## config.mk

```make
export PLATFORM = sky130hd
export DESIGN_NAME = frame_buffer_scheduler
export DESIGN_NICKNAME = d
export VERILOG_FILES = /design/src/rtl/frame_buffer_scheduler.sv
export SDC_FILE = /design/constraint.sdc
export NUM_CORES = 1
export LEC_CHECK = 0
export CAP_MARGIN = 20
export CELL_PAD_IN_SITES_DETAIL_PLACEMENT = 1
export CELL_PAD_IN_SITES_GLOBAL_PLACEMENT = 2
export CORE_MARGIN = 4
export CORE_UTILIZATION = 24
export CTS_CLUSTER_DIAMETER = 40
export DETAILED_ROUTE_END_ITERATION = 10
export GPL_TIMING_DRIVEN = 0
export PLACE_DENSITY_LB_ADDON = 0.1
export SETUP_SLACK_MARGIN = 0.15
export SYNTH_ARGS = -nofsm -noshare
export SYNTH_HDL_FRONTEND = slang
export SYNTH_SLANG_ARGS = --single-unit
```

## constraint.sdc

```tcl
create_clock -name clk_100Mhz -period 2.4 [get_ports clk_100Mhz]
set_clock_uncertainty 0.15 [all_clocks]
set_input_delay 0.72 -clock clk_100Mhz [delete_from_list [all_inputs] [get_ports clk_100Mhz]]
set_output_delay 0.72 -clock clk_100Mhz [all_outputs]
set_load 0.005 [all_outputs]
```

## src/rtl/frame_buffer_scheduler.sv

```systemverilog
// Triple-buffer scheduler: rotates three DDR frame buffers between an
// AXI writer and reader. Ports: clk/reset, sched_en, frame events in;
// writer/reader base addresses, swap pulses, drop/repeat counters out.
module frame_buffer_scheduler #(
  parameter logic [31:0] BASE_ADDR   = 32'h1000_0000,
  parameter logic [31:0] FRAME_BYTES = 32'd614400,
  parameter int          CNT_W       = 16
) (
  input  logic             clk_100Mhz,
  input  logic             sys_rst_n,
  input  logic             sched_en,
  input  logic             wr_frame_done,
  input  logic             rd_frame_start,
  output logic [31:0]      wr_base_addr,
  output logic [31:0]      rd_base_addr,
  output logic             wr_swap,
  output logic             rd_swap,
  output logic [CNT_W-1:0] drop_cnt,
  output logic [CNT_W-1:0] repeat_cnt
);

  logic             wd_q, rs_q;
  logic [1:0]       wr_idx_q, wr_idx_d;
  logic [1:0]       rd_idx_q, rd_idx_d;
  logic [1:0]       rdy_idx_q, rdy_idx_d;
  logic             rdy_valid_q, rdy_valid_d;
  logic [CNT_W-1:0] drop_q, drop_d;
  logic [CNT_W-1:0] rep_q, rep_d;
  logic [31:0]      wr_addr_q, rd_addr_q;
  logic             wr_swap_q, wr_swap_d;
  logic             rd_swap_q, rd_swap_d;

  logic       wd_ev, rs_ev;
  logic [1:0] free_idx;

  function automatic logic [31:0] addr_of(input logic [1:0] idx);
    return BASE_ADDR + 32'(idx) * FRAME_BYTES;
  endfunction

  assign wd_ev = sched_en & wr_frame_done & ~wd_q;
  assign rs_ev = sched_en & rd_frame_start & ~rs_q;

  // indices are a permutation of {0,1,2}: the unused one is 3 - a - b
  assign free_idx = 2'd3 - wr_idx_q - rd_idx_q;

  always_comb begin
    wr_idx_d    = wr_idx_q;
    rd_idx_d    = rd_idx_q;
    rdy_idx_d   = rdy_idx_q;
    rdy_valid_d = rdy_valid_q;
    drop_d      = drop_q;
    rep_d       = rep_q;
    wr_swap_d   = 1'b0;
    rd_swap_d   = 1'b0;
    if (wd_ev && rdy_valid_q && drop_q != '1)
      drop_d = drop_q + CNT_W'(1);
    unique case (1'b1)
      wd_ev & rs_ev: begin
        // fresh frame goes straight to the reader
        rd_idx_d    = wr_idx_q;
        rdy_valid_d = 1'b0;
        wr_idx_d    = free_idx;
        wr_swap_d   = 1'b1;
        rd_swap_d   = 1'b1;
      end
      wd_ev & ~rs_ev: begin
        rdy_idx_d   = wr_idx_q;
        rdy_valid_d = 1'b1;
        wr_idx_d    = free_idx;
        wr_swap_d   = 1'b1;
      end
      rs_ev & ~wd_ev: begin
        if (rdy_valid_q) begin
          rd_idx_d    = rdy_idx_q;
          rdy_valid_d = 1'b0;
          rd_swap_d   = 1'b1;
        end else if (rep_q != '1) begin
          rep_d = rep_q + CNT_W'(1);
        end
      end
      default: ;
    endcase
  end

  always_ff @(posedge clk_100Mhz) begin
    if (!sys_rst_n) begin
      wd_q        <= 1'b0;
      rs_q        <= 1'b0;
      wr_idx_q    <= 2'd0;
      rd_idx_q    <= 2'd1;
      rdy_idx_q   <= 2'd2;
      rdy_valid_q <= 1'b0;
      drop_q      <= '0;
      rep_q       <= '0;
      wr_addr_q   <= BASE_ADDR;
      rd_addr_q   <= BASE_ADDR + FRAME_BYTES;
      wr_swap_q   <= 1'b0;
      rd_swap_q   <= 1'b0;
    end else begin
      wd_q        <= wr_frame_done;
      rs_q        <= rd_frame_start;
      wr_idx_q    <= wr_idx_d;
      rd_idx_q    <= rd_idx_d;
      rdy_idx_q   <= rdy_idx_d;
      rdy_valid_q <= rdy_valid_d;
      drop_q      <= drop_d;
      rep_q       <= rep_d;
      wr_addr_q   <= addr_of(wr_idx_d);
      rd_addr_q   <= addr_of(rd_idx_d);
      wr_swap_q   <= wr_swap_d;
      rd_swap_q   <= rd_swap_d;
    end
  end

  assign wr_base_addr = wr_addr_q;
  assign rd_base_addr = rd_addr_q;
  assign wr_swap      = wr_swap_q;
  assign rd_swap      = rd_swap_q;
  assign drop_cnt     = drop_q;
  assign repeat_cnt   = rep_q;

endmodule

```

==> results.txt, run 1 <==
Period utilization -> 91.6%
Ant diodes -> 0
CP max-delay cell -> clkdlybuf4s50_1
Register bit count reported by yosys -> 51
Final setup vio count -> 0
I/O Pins -> 103
Post-route ant nets -> 0
Cells after synthesis -> 303
Share of layout cells above drive strength 1 -> 21.1%
1st-pass router iterations -> 4
Cell family with most CP delay -> buffers and inverters
Seq/Total Area, Yosys -> 39.2%
Count leader, synth -> buf_4
Cell variety after synth -> 37
Worst-path clk slew -> 0.10 ns
Critical path class -> input pin to register
Clk Latency, worst-skew pair -> 0.30 ns
Die width -> 112 um
Biggest area consumer among synthesized cells -> dfxtp_1
Psw -> 0.000394 W
Comb power frac -> 12.4%
CP max FO -> 9
Max transition margin -> 62.4%
Switching power share of the total -> 25.2%
DRC Markers -> 0
CP Data Arrival Time -> 2.22 ns
Routed Wire Length -> 6950 um
First-pass GRT wire length -> 11600 um
Max H-tree Level -> 2
Avg Cell Area, Syn -> 8.61 um^2
Top_reg_cell synth -> dfxtp_1
Post-CTS Hold Buffers -> 0
Slowest stage delay, CP -> 0.54 ns
Clock Root Buffer -> clkbuf_8
Port Buffers -> 54
Setup ws final -> 0.201 ns
Share of synthesized registers carrying an async set or reset -> 0%
Pre-CTS setup slack -> -0.866 ns
Routed vias -> 2287
Number of vias per cell -> 4.14
Endpoint class of the critical path -> register
F_max -> 455 MHz
Drt initial violations -> 57
Cell area after layout -> 3700 um^2
Worst Path Required -> 2.43 ns
Sequential Power Share -> 55.8%
Lkg Pwr -> 1.54 nW
Number of enable flip-flop cells after synthesis -> 0
Worst-path cell chain -> clkdlybuf4s50_1 -> nand3b_4 -> nor4_4 -> buf_4 -> o2111ai_1 -> xor2_1 -> nor2_1
Initial Util -> 24.9%
Largest net degree at the start of global routing -> 16
Total congestion overflow -> 0
Tmin final -> 2.20 ns
Max Root-Sink Buffers -> 2
RSZ-0062 raised after global routing -> true
Worst path bufs/invs -> 2
WL per Instance -> 12.6 um
Cell Area, Synth -> 2610 um^2
Vias in the first global route -> 2331
P&R area growth vs syn -> 41.9%
Hold Path Class -> register to register
Nets -> 426
Die area -> 12600 um^2
Slew Viols, Final -> 0
CP startpoint kind -> input pin
Synth cell count leaders -> 52 x buf_4, 51 x dfxtp_1, 35 x nor2_1
Worst VDD drop -> 0.227 mV
Worst Tran Pin Value -> 0.562 ns
MaxCap Viol Count -> 0
Clock tree sinks -> 51
Routability cong. -> 0.705
YS warnings -> 0
Pint -> 0.00117 W
Status -> finished clean
Area contributors post-synth -> dfxtp_1 39%, buf_4 15%, nor2_1 5.0%
Yosys top cell area share -> 39.2%
Clock Power Share -> 31.8%
Core area -> 10500 um^2
Die extent in y -> 112 um
Placed inst area -> 3490 um^2
Initial antenna violation count -> 0
FP Rows -> 37
Total CTS buffers -> 5
Final hold vios -> 0
Setup tns final -> 0 ns
Final HPWL from detailed placement -> 5230 um
PwrDens -> 422 nW/um^2
CTS tree -> built
Gr usage total -> 11.1%
==> state kept, by name, summed over array words and instances (netlist names) <==
register	count
wr_idx_q	1
repeat_cnt	16
rd_base_addr	5
wr_base_addr	5
rd_swap	1
drop_cnt	16
wr_swap	1
wd_q	1
rs_q	1
rdy_idx_q	2
rd_idx_q	1
rdy_valid_q	1
==> power groups by stage <==
stage          clock network [W]  registers (W)  logic, W
6_report                0.000497       0.000872  0.000193
5_1_grt                 0.000560       0.000874  0.000218
4_1_cts                 0.000527       0.000873  0.000186
3_5_place_dp                   0       0.000893  0.000183
3_3_place_gp                   0       0.000893  0.000182
2_1_floorplan                  0       0.000891  0.000124
==> repair_timing <==
| item | CTS | global route |
|---|---|---|
| setup buffers | 1 | 5 |
| resized for setup | 13 | 15 |
| pin swaps | 3 | 2 |
| setup endpoints to repair | 33 | 34 |
==> per-stage QoR <==
stage | utilization [%] | hold WS (ns) | power, W | cells
global placement | 33.4 | 0.300 | 0.00107 | 539
detailed placement | 33.4 | 0.307 | 0.00108 | 539
finish | 35.4 | 0.317 | 0.00156 | 553
global route | 35.4 | 0.347 | 0.00165 | 553
floorplan | - | 0.281 | 0.00102 | 349
CTS | 34.7 | 0.322 | 0.00159 | 548
==> cell usage in the layout (no fill, tap or decap), types with 6 or more instances in the layout <==
cell type and instances:
nand2_1 18, conb_1 48, nor2_1 35, xnor2_1 9
a21oi_1 9, xor2_1 15, dfxtp_2 6, o21ai_0 9
and4_1 6, clkdlybuf4s50_1 52, and2_1 8, buf_4 58
dfxtp_1 44, nand3_1 17, nand4_1 9
==> worst register-to-register path, stage by stage, from the launching register on <==
cell and delay, ns:
dfxtp_1 0.32, buf_2 0.25, inv_1 0.10, or3_4 0.41
a211o_4 0.31, or3_1 0.35, a21oi_1 0.14
==> layer usage <==
| layer | vias to the layer above | global-route usage (%) | wire (um) |
|---|---|---|---|
| met5 | - | 0 | 0 |
| li1 | 1168 | - | - |
| met2 | 59 | 18.1 | 3240 |
| met3 | 4 | 2.96 | 405 |
| met1 | 1056 | 14.8 | 3250 |
| met4 | 0 | 2.64 | 50 |
==> path summary, 6_finish.rpt <==
check | startpoint | end | slack (ns) | cells after the start
setup / recovery | rd_frame_start | repeat_cnt[13]$_SDFFE_PN0P_ | 0.20 | 7
hold / removal | rdy_idx_q[0]$_SDFFE_PN0P_ | rdy_idx_q[0]$_SDFFE_PN0P_ | 0.32 | 2
setup reg to reg | rdy_valid_q$_SDFFE_PN0P_ | drop_cnt[15]$_SDFFE_PN0P_ | 0.32 | 6
hold reg to reg | rdy_idx_q[0]$_SDFFE_PN0P_ | rdy_idx_q[0]$_SDFFE_PN0P_ | 0.32 | 2
==> kinds of logic (layout without fill, tap and decap cells) <==
group                      Yosys count  in the layout  synth area share (%)
AOI/OAI and AO/OA                   32             32                  7.68
xor gates and xnor gates            24             24                  8.06
adders and majority gates            5              5                  2.40
buffers and inverters               63            131                  16.6
DFF                                 51             51                  39.2
muxes                                2              2                 0.768
other                                2             48                 0.288
and+or+nand+nor                    124            124                  25.0
==> area by class of cell <==
cell class	instances	area, um^2
fillers	1286	6760
multi-input cells	235	1410
flip-flops and latches	51	1030
repair buffers	60	576
plain buffers	58	414
well taps	136	170
clock buffers	5	68.8
inverters	5	18.8
clock inverters	3	15.0
Note: power is estimated with default switching activity, not from simulation.
==> run 2, diff against run 1 <==
- CORE_ASPECT_RATIO: unset -> 0.7
- GPL_TIMING_DRIVEN: 0 -> unset
==> run 2 against run 1 <==
Against the previous run:
- critical path type is now register to primary output
- total power is 18% higher
- setup slack better by 0.026 ns
- first-iteration DRC count is 25% higher
- sequential cell count stayed put
- combinational power is 29% lower
- highest routed layer unchanged
- largest power group unchanged
==> results.txt, run 2 (same netlist as run 1, synthesis figures left out) <==
Status -> finished clean
Die area -> 12600 um^2
Max transition margin -> 65.1%
Cell family with most CP delay -> buffers and inverters
Setup ws final -> 0.227 ns
Worst Tran Pin Value -> 0.521 ns
Lkg Pwr -> 1.36 nW
DRC Markers -> 0
Max Root-Sink Buffers -> 2
FP Rows -> 31
Setup tns final -> 0 ns
Hold Path Class -> register to register
1st-pass router iterations -> 4
Nets -> 383
Ant diodes -> 0
Clk Latency, worst-skew pair -> 0.30 ns
Core area -> 10500 um^2
Worst-path cell chain -> clkdlybuf4s50_1
Number of vias per cell -> 4.31
WL per Instance -> 13.6 um
Worst R2R Path Depth -> 5
Routability cong. -> 0.724
Tmin final -> 2.17 ns
Hold Path Depth -> 2
MaxCap Viol Count -> 0
P&R area growth vs syn -> 32.1%
Vias in the first global route -> 2037
Worst Path Required -> 1.53 ns
Post-route ant nets -> 0
CTS tree -> built
CP startpoint kind -> register
Slowest stage delay, CP -> 0.55 ns
Clock tree sinks -> 51
Drt initial violations -> 71
I/O Pins -> 103
Routed Wire Length -> 6870 um
Final HPWL from detailed placement -> 5340 um
Die width -> 133 um
Pre-CTS setup slack -> -0.485 ns
Worst path bufs/invs -> 1
Critical path class -> register to primary output
Routed vias -> 2181
CP Data Arrival Time -> 1.30 ns
Share of layout cells above drive strength 1 -> 11.2%
Die extent in y -> 95.2 um
Total congestion overflow -> 0
Initial antenna violation count -> 0
Port Buffers -> 54
Commonest non-fill, non-tap cell in the layout -> clkdlybuf4s50_1
First-pass GRT wire length -> 11000 um
Period utilization -> 90.5%
Gr usage total -> 11.0%
Max H-tree Level -> 2
Final setup vio count -> 0
Clock Root Buffer -> clkbuf_16
Most frequent cells in the layout -> 51 x clkdlybuf4s50_1, 48 x conb_1, 48 x dfxtp_1
Worst VDD drop -> 0.343 mV
Initial Util -> 24.9%
RSZ-0062 raised after global routing -> false
Total CTS buffers -> 5
Largest net degree at the start of global routing -> 24
F_max -> 460 MHz
Endpoint class of the critical path -> primary output
PwrDens -> 537 nW/um^2
Slew Viols, Final -> 0
Post-CTS Setup Inserts -> 0
WP depth -> 1
Worst-path clk slew -> 0.07 ns
CP max FO -> 6
CP max-delay cell -> clkdlybuf4s50_1
Final hold vios -> 0
==> run 2: final timing paths <==
kind / start / to / slack [ns]
setup / recovery: wr_idx_q[0]$_SDFF_PN0_ / wr_base_addr[13] / 0.23
hold / removal: rdy_idx_q[1]$_SDFFE_PN1P_ / rdy_idx_q[1]$_SDFFE_PN1P_ / 0.32
setup reg to reg: drop_cnt[0]$_SDFFE_PN0P_ / drop_cnt[15]$_SDFFE_PN0P_ / 0.44
hold reg to reg: rdy_idx_q[1]$_SDFFE_PN1P_ / rdy_idx_q[1]$_SDFFE_PN1P_ / 0.32
==> run 2: cell type report <==
class                           instances  area [um^2]
Timing Repair Buffer                   75          697
Fill cell                            1244         7030
Clock buffer                            5          125
Clock inverter                          3         47.5
Sequential cell                        51         1020
Multi-Input combinational cell        235         1370
Inverter                                5         18.8
Tap cell                              132          165
==> run 2: layer usage <==
metal / vias up / global-route usage, % / part of all wire (%)
met5: - / 0 / 0
met4: 0 / 2.85 / 0.93
met3: 7 / 3.32 / 5.4
met2: 59 / 14.8 / 39
met1: 1027 / 16.6 / 55
li1: 1088 / - / -
==> run 2: metrics by stage <==
step,util [%],instances,cell area [um^2],hold WS [ns],power (W)
finish,32.9,506,3440,0.318,0.00185
global placement,30.8,498,3230,0.306,0.00103
global route,32.9,506,3440,0.369,0.00194
CTS,32.4,506,3400,0.324,0.00188
floorplan,-,349,2780,0.281,0.00102
detailed placement,30.8,498,3230,0.305,0.00103
==> run 2: what timing repair did <==
item	CTS	global route
resized for setup	8	11
setup endpoints to repair	29	21
pin swaps	1	1
hold buffers	0	0
==> run 2: power by group <==
group,internal (W),switching (W)
registers,0.000862,0.0000113
logic,0.0000623,0.0000747
clock network,0.000498,0.000340
==> run 2: tightest hold or removal path, stage by stage, from the launching register on <==
cell,delay (ns)
dfxtp_1,0.32
nand2_1,0.05
nand3_1,0.07
